$ cat config.mk
export PLATFORM = sky130hd
export DESIGN_NAME = mem_port_arbiter
export DESIGN_NICKNAME = d
export VERILOG_FILES = /design/src/rtl/mem_port_arbiter_pkg.sv /design/src/rtl/mem_port_arbiter.sv
export SDC_FILE = /design/constraint.sdc
export NUM_CORES = 1
export LEC_CHECK = 0
export CORE_ASPECT_RATIO = 1.2
export CORE_MARGIN = 1
export CORE_UTILIZATION = 40
export DETAILED_ROUTE_END_ITERATION = 7
export PLACE_DENSITY = 0.8
export SLEW_MARGIN = 20
export SYNTH_ARGS = -nofsm -noshare
export SYNTH_HDL_FRONTEND = slang
export SYNTH_SLANG_ARGS = --single-unit
$ cat constraint.sdc
create_clock -name clk -period 2 [get_ports clk]
set_clock_uncertainty 0.1 [all_clocks]
set_input_delay 0.4 -clock clk [delete_from_list [all_inputs] [get_ports clk]]
set_output_delay 0.4 -clock clk [all_outputs]
set_load 0.05 [all_outputs]
$ cat src/rtl/mem_port_arbiter_pkg.sv
// Shared definitions for the unified-SRAM port arbiter: data/address width
// and the arbiter state encoding.
package mem_port_arbiter_pkg;

   localparam int WORD_LEN = 32;

   typedef enum logic [1:0] {
      ARB_IDLE  = 2'd0,
      ARB_DATA  = 2'd1,
      ARB_FETCH = 2'd2
   } arb_state_t;

endpackage

$ cat src/rtl/mem_port_arbiter.sv
// Shares one single-ported SRAM between instruction fetch and the memory
// stage. Data accesses win over fetches. The SRAM handshake values are latched
// at grant time and held until the SRAM reports ready. Read data comes back
// with one-cycle valid pulses. A branch flush discards an in-flight fetch.
module mem_port_arbiter
   import mem_port_arbiter_pkg::*;
(
   input  logic                clk,
   input  logic                rst,
   input  logic                if_req,
   input  logic [WORD_LEN-1:0] if_addr,
   input  logic                flush,
   output logic [WORD_LEN-1:0] if_rdata,
   output logic                if_valid,
   output logic                if_stall,
   input  logic                mem_rd,
   input  logic                mem_wr,
   input  logic [WORD_LEN-1:0] mem_addr,
   input  logic [WORD_LEN-1:0] mem_wdata,
   output logic [WORD_LEN-1:0] mem_rdata,
   output logic                mem_valid,
   output logic                mem_stall,
   output logic                sram_req,
   output logic                sram_we,
   output logic [WORD_LEN-1:0] sram_addr,
   output logic [WORD_LEN-1:0] sram_wdata,
   input  logic [WORD_LEN-1:0] sram_rdata,
   input  logic                sram_ready
);

   arb_state_t state;
   logic       flush_pend;
   logic       data_pend;
   logic       fetch_pend;

   // During a requester's valid-pulse cycle its request still looks high,
   // because the pipeline has not advanced yet. That pulse masks the
   // request so the arbiter does not grant it a second time.
   assign data_pend  = (mem_rd | mem_wr) & ~mem_valid;
   assign fetch_pend = if_req & ~if_valid;
   assign mem_stall  = data_pend;
   assign if_stall   = data_pend | fetch_pend;

   // Arbitration FSM. It also owns every registered output: the SRAM
   // handshake latches, the returned data and the valid pulses.
   always_ff @(posedge clk) begin
      if (rst) begin
         state      <= ARB_IDLE;
         flush_pend <= 1'b0;
         sram_req   <= 1'b0;
         sram_we    <= 1'b0;
         sram_addr  <= '0;
         sram_wdata <= '0;
         if_rdata   <= '0;
         if_valid   <= 1'b0;
         mem_rdata  <= '0;
         mem_valid  <= 1'b0;
      end else begin
         if_valid  <= 1'b0;
         mem_valid <= 1'b0;
         case (state)
            ARB_IDLE: begin
               if (data_pend) begin
                  state      <= ARB_DATA;
                  sram_req   <= 1'b1;
                  sram_we    <= mem_wr;
                  sram_addr  <= mem_addr;
                  sram_wdata <= mem_wdata;
               end else if (fetch_pend) begin
                  state      <= ARB_FETCH;
                  sram_req   <= 1'b1;
                  sram_we    <= 1'b0;
                  sram_addr  <= if_addr;
                  flush_pend <= 1'b0;
               end
            end
            ARB_DATA: begin
               if (sram_ready) begin
                  if (!sram_we) begin
                     mem_rdata <= sram_rdata;
                  end
                  mem_valid <= 1'b1;
                  sram_req  <= 1'b0;
                  state     <= ARB_IDLE;
               end
            end
            ARB_FETCH: begin
               if (sram_ready) begin
                  if_rdata   <= sram_rdata;
                  if_valid   <= ~(flush_pend | flush);
                  sram_req   <= 1'b0;
                  flush_pend <= 1'b0;
                  state      <= ARB_IDLE;
               end else if (flush) begin
                  flush_pend <= 1'b1;
               end
            end
            default: begin
               state    <= ARB_IDLE;
               sram_req <= 1'b0;
            end
         endcase
      end
   end

endmodule

==> results of run 1 <==
timing repair:
action                                  4_1_cts  5_1_grt
gates resized for setup                      73        2
hold buffers                                  0        0
buffers inserted                              0        1
endpoints found under the hold margin         0        0
endpoints found under the setup margin       74        1
pin swaps                                     1        1
worst max path at each step:
stage              start             to  depth (start not counted)
3_3_place_gp      mem_wr       if_stall                          5
4_1_cts           mem_wr       if_stall                          5
3_5_place_dp      mem_wr  sram_addr[24]                          6
6_report          mem_rd       if_stall                          5
5_1_grt           mem_rd       if_stall                          5
2_1_floorplan  mem_valid      mem_stall                          3
placed cells by master (no fill, tap or decap), types with 2 or more instances in the layout:
master / n
nand2_1: 196
dfxtp_1: 135
clkdlybuf4s50_1: 132
a21oi_1: 100
buf_4: 78
dlygate4sd2_1: 73
nand3_1: 35
a211oi_1: 33
a311oi_1: 33
o21ai_0: 32
clkbuf_16: 17
buf_12: 11
inv_1: 4
and3b_1: 4
clkinv_4: 4
nand2b_1: 3
clkinv_2: 3
o21a_1: 2
ha_1: 2
bufinv_16: 2
sequential cells by signal (all words and copies together) (netlist names):
name and count:
sram_req 1, mem_rdata 32, sram_addr 32, sram_we 1, mem_valid 1, sram_wdata 32
flush_pend 1, state 2, if_valid 1, if_rdata 32
area by class of cell:
class / instances / area [sq um] / share of cell area
multi-input cells: 452 / 2300 / 0.268
inverters: 5 / 18.8 / 0.00218
repair buffers: 296 / 2790 / 0.325
flip-flops and latches: 135 / 2700 / 0.315
clock inverters: 11 / 126 / 0.0147
well taps: 164 / 205 / 0.0239
clock buffers: 19 / 443 / 0.0516
through the flow:
| stage | setup TNS [ps] | std cells | hold slack (ps) | util |
|---|---|---|---|---|
| after CTS | 0 | 1081 | 342 | 0.671 |
| final | 0 | 1082 | 350 | 0.672 |
| after detailed placement | -374 | 1051 | 346 | 0.634 |
| after global routing | 0 | 1082 | 363 | 0.672 |
| after global placement | -0.852 | 1051 | 331 | 0.634 |
| after floorplan | 0 | 656 | 299 | - |
power groups by stage:
stage / registers [mW] / clock network [mW] / logic [mW]
finish: 3.12 / 3.00 / 2.84
global route: 3.16 / 3.18 / 3.01
global placement: 3.17 / 0 / 2.90
detailed placement: 3.18 / 0 / 2.93
CTS: 3.12 / 3.06 / 2.85
floorplan: 4.11 / 0 / 0.849
cell families after synthesis:
logic type	count (synthesis)	synth area share
AO/OA/AOI/OAI	205	0.238
adder cells (fa/ha/maj)	3	0.00708
buffers and inverters	69	0.0564
flip-flops	135	0.510
AND/OR/NAND/NOR	244	0.189
worst max-delay path, delay by kind of cell:
kind	cells	cell delay, ps
buffers and inverters	3	780
AND/OR/NAND/NOR	1	50
AO/OA/AOI/OAI	1	200
cells in the mapped netlist:
master | instances | area [sq um]
o21a_1 | 2 | 15.0
o21ai_0 | 32 | 160
nor4_1 | 1 | 6.26
nor2b_1 | 1 | 6.26
inv_2 | 1 | 3.75
buf_4 | 4 | 30.0
a311oi_1 | 33 | 289
a31oi_1 | 1 | 6.26
nand2_1 | 196 | 736
nor2_1 | 1 | 3.75
nand2b_1 | 3 | 18.8
a21oi_1 | 101 | 505
nand3b_1 | 1 | 7.51
and2_1 | 1 | 6.26
clkbuf_1 | 37 | 139
dfxtp_1 | 135 | 2700
o21bai_4 | 1 | 18.8
buf_1 | 3 | 11.3
a211oi_1 | 33 | 248
a211o_1 | 1 | 8.76
buf_2 | 20 | 100
inv_1 | 4 | 15.0
nor3_1 | 1 | 5.00
and3b_1 | 4 | 35.0
ha_1 | 3 | 37.5
nand3_1 | 35 | 175
a22o_1 | 1 | 8.76
metal layers:
layer | up-vias | share of wire
li1 | 2784 | -
met1 | 2597 | 0.39
met2 | 232 | 0.51
met3 | 26 | 0.074
met4 | 0 | 0.021
met5 | - | 0
==> flow_summary.toml, run 1 <==
[run_status]
status = "completed"

[clock_network]
clockBufferDepth = 2
path_clk_slew_ps = 50
clk_root_buffer_cell = "clkbuf_16"
cts_buffers = 17
cts_tree = "built"
h-tree-depth = 4
numClockSinks = 135
insertion_delay_ps = 400

[power_and_ir_drop]
p_sw_frac = 0.352
internal_power_mw = 5.81
leakage_nw = 3.59
power_switching_mw = 3.15
pwr-share-comb = 0.317
p_seq_frac = 0.348
clockPowerShare = 0.335
ir_drop_mv = 0.641
power_mw = 8.97
power_density_nw_per_um2 = 1040

[sta]
tightest_slew_ps = 524
relSlewSlack = 0.652
grt_setup_unrepaired = "false"
fmax_ghz = 0.517
fin_crit_ps = 1940
slew_viol_final = 0
period_share = 0.968
finalWorstSetupSlack_ps = 64.0
setup_viol = 0
hold_viol = 0

[die]
die_w_um = 107
rows = 45
ioPinCount = 269
fp.coreArea_sq_um = 12800
die_h_um = 128
start_util = 0.415
die-area_sq_um = 13700

[yosys]
syn-cell-area_sq_um = 5300
synth_seq_cells = 135
syn_inst = 656
syn_nets = 794
yosysWarnings = 0
yosysSeqAreaShare = 0.510
synth_cell_type_count = 27
avgSynthCellArea_sq_um = 8.08

[grt]
overflow = 0
grt_pass1_vias = 5524
grt_max_degree = 49
antenna_found_initial = 0
busiest_layer = "met2"
met3_usage = 0.0747
grt_pass1_wl_mm = 27.0
track_usage = 0.252
gr-usage-met1 = 0.287
grt_use_met2 = 0.436

[detailed_routing]
dr.pass1.iters = 5
vias = 5639
first_iter_violations = 270
drt_wl_total_mm = 17.3
wl_per_cell_um = 16.0
drcViolationCount = 0
ant_nets = 0
viasPerCell = 5.21

[place]
place_area_sq_um = 8100
io_buffers = 268
preCtsSetupSlack_ps = -77.3
dp_hpwl_mm = 11.9
routabilityCongestion = 0.792

[worst_setup_path]
cpMaxStageDelayCell = "clkdlybuf4s50_1"
crit_type = "input pin to primary output"
regToRegStartpoint = "state[0]"
r2r_slack_ps = 200
end_kind = "primary output"
crit_required_ps = 1500
reg2reg_depth = 6
worstPathMaxFanout = 4
start_kind = "input pin"
cp_cell_sequence = "clkdlybuf4s50_1 > o21bai_4 > buf_6 > nand2_1 > buf_4"
crit_arrival_ps = 1440
r2r_end = "sram_addr[24]"
cp_slowest_stage_delay_ps = 440

[flow_run]
drv_cap = 0

[min_path]
holdCritPathClass = "flop to flop"
hold_start = "mem_rdata[8]"
hold_path_end = "mem_rdata[8]"
whs_path_depth = 2

[final_layout]
area_delta_synth_final_pct = 62.1
nNetsFinal = 1045
fillers = 1111
drive_gt1_frac = 0.134
diodes = 0
finalInstanceArea_sq_um = 8590
Note: power is estimated with default switching activity, not from simulation.
==> inputs of run 2 (changes only) <==
- ABC_CLOCK_PERIOD_IN_PS: unset -> 2000
==> results of run 2 <==
Final layout, timing and power as in run 1 (identical DEF).
==> inputs of run 3 (changes only) <==
- SKIP_LAST_GASP: unset -> 1
==> results of run 3 <==
Final layout, timing and power as in run 1 (identical DEF).
==> variant (settings of run 2) <==
`WORD_LEN`: 32 -> 16.
--- a/src/rtl/mem_port_arbiter_pkg.sv
+++ b/src/rtl/mem_port_arbiter_pkg.sv
@@ -2,7 +2,7 @@
 // and the arbiter state encoding.
 package mem_port_arbiter_pkg;
 
-   localparam int WORD_LEN = 32;
+   localparam int WORD_LEN = 16;
 
    typedef enum logic [1:0] {
       ARB_IDLE  = 2'd0,
Ports: changed (8 resized); port bits go from 269 to 141. No check against the original RTL was run, so the function may have changed too.
==> variant against run 2 <==
  * Global-route usage decreased by 1.8 points
  * Setup slack lost 0.051 ns
  * Sequential cell count shrank 64
  * Cell area fell by 46%
  * Routed wire length is 50% lower
  * Total power shrank 50%
  * Fmax decreased by 2.6%
  * Synthesized cell count decreased by 46%
  * Utilization down 0.14 points
  * Count of clock-buffer cells in the layout is 10 lower
  * Area after synthesis down 44%
  * Clock power decreased by 58%
  * Largest power group unchanged
  * Highest routed layer unchanged
==> variant: results (changes against run 2) <==
Global routing
  – GR Util met1: 25.8% (was 28.7%)
  – Met2 Resource Use GR: 41.5% (was 43.6%)
  – Largest net degree at the start of global routing: 40 (was 49)
  – Met3 Use GR: 6.92% (was 7.47%)
  – Vias in the first global route: 3030 (was 5524)
  – First-pass GRT wire length: 13800 um (was 27000 um)
  – GRT Total Usage: 23.3% (was 25.2%)

Final layout
  – Signal buffers share of area: 33.3% (was 32.5%)
  – Count of multi-input gates: 244 (was 452)
  – Fill count: 594 (was 1111)
  – Clock buffers: 9 (was 19)
  – Area occupied by multi-input gates: 1350 sq um (was 2300 sq um)
  – Clock network area share: 4.73% (was 6.63%)
  – Nets: 563 (was 1045)
  – Layout cells sized above 1: 12.8% (was 13.4%)

Clock tree
  – Post_cts resized: 47 (was 73)
  – Cts bufs inserted: 9 (was 17)
  – H-tree level count: 3 (was 4)
  – Worst-path clk slew: 0.08 ns (was 0.05 ns)
  – Root buf cell: clkbuf_8 (was clkbuf_16)
  – Clock Latency Late Sink: 0.35 ns (was 0.40 ns)

Power and ir drop
  – Peak VDD IR: 609 uV (was 641 uV)
  – LEAKAGE: 2.08 nW (was 3.59 nW)
  – Sw Ratio: 36.9% (was 35.2%)

Routing
  – First-pass DRT Iterations: 6 (was 5)
  – Met2 WL: 4220 um (was 8920 um)
  – Metal1 wirelength: 3480 um (was 6770 um)
  – Routed WL: 8600 um (was 17300 um)
  – Initial drt markers: 108 (was 270)
  – Wire length on met3: 687 um (was 1280 um)

Timing
  – Slew of the pin with the lowest slew margin: 0.709 ns (was 0.524 ns)

Placed design
  – IO buf count: 140 (was 268)

Synth
  – Sequential share of the synthesized area: 48.3% (was 51.0%)
  – Mapped Nets: 426 (was 794)
  – Synth area leaders: dfxtp_1 48%, nand2_1 13%, a21oi_1 8.8%, a311oi_2 5.6%, a211oi_1 4.3% (was dfxtp_1 51%, nand2_1 14%, a21oi_1 9.5%, a311oi_1 5.5%, a211oi_1 4.7%)
  – #FFs+latches synth: 71 (was 135)
  – Unique cell type count in the Yosys netlist: 29 (was 27)

Run status
  – Status: finished clean (unchanged)

Critical path
  – CP Data Arrival Time: 1.49 ns (was 1.44 ns)
==> variant: cell types whose count changed after synthesis, sizes merged, moves of 28 or more <==
cell	before	now
clkbuf	37	9
dfxtp	135	71
a21oi	101	53
nand2	196	100
==> variant: worst paths after layout <==
| path | startpoint | to | slack [ns] |
|---|---|---|---|
| worst min-delay path | flush_pend$_SDFFE_PP0P_ | if_valid$_SDFF_PP0_ | 0.35 |
| worst min register to register | flush_pend$_SDFFE_PP0P_ | if_valid$_SDFF_PP0_ | 0.35 |
| worst max-delay path | mem_rd | mem_stall | 0.01 |
| worst max register to register | state[0]$_SDFFE_PP0P_ | sram_addr[7]$_SDFFE_PP0P_ | 0.24 |
==> variant: power by group through the flow <==
stage	sequential, mW	combinational (mW)	clock (mW)
global placement	1.67	1.59	0
detailed placement	1.68	1.62	0
floorplan	2.16	0.542	0
CTS	1.65	1.56	1.29
finish	1.64	1.56	1.27
global route	1.66	1.66	1.35
==> variant: critical path, stage by stage <==
cell             delay [ns]
clkdlybuf4s50_1        0.53
o21bai_4               0.10
buf_4                  0.14
inv_2                  0.09
buf_4                  0.22
==> variant: kinds of logic after synthesis <==
group,after synthesis,synth area share (%)
and+or+nand+nor,132,19.0
AOI/OAI and AO/OA,109,25.3
DFF,71,48.3
buffers and inverters,37,6.20
adders and majority gates,3,1.27
==> variant: stage by stage <==
step | hold WS (ns) | util (%) | setup slack, ns | area, sq um | std cells
final | 0.346 | 67.1 | 0.0130 | 4680 | 581
after CTS | 0.343 | 66.5 | 0.0000403 | 4640 | 580
after detailed placement | 0.320 | 64.0 | -0.0392 | 4470 | 564
after global placement | 0.321 | 64.0 | -0.000808 | 4470 | 564
after floorplan | 0.299 | - | 0.0188 | 2950 | 352
after global routing | 0.333 | 67.1 | 0.00337 | 4680 | 581
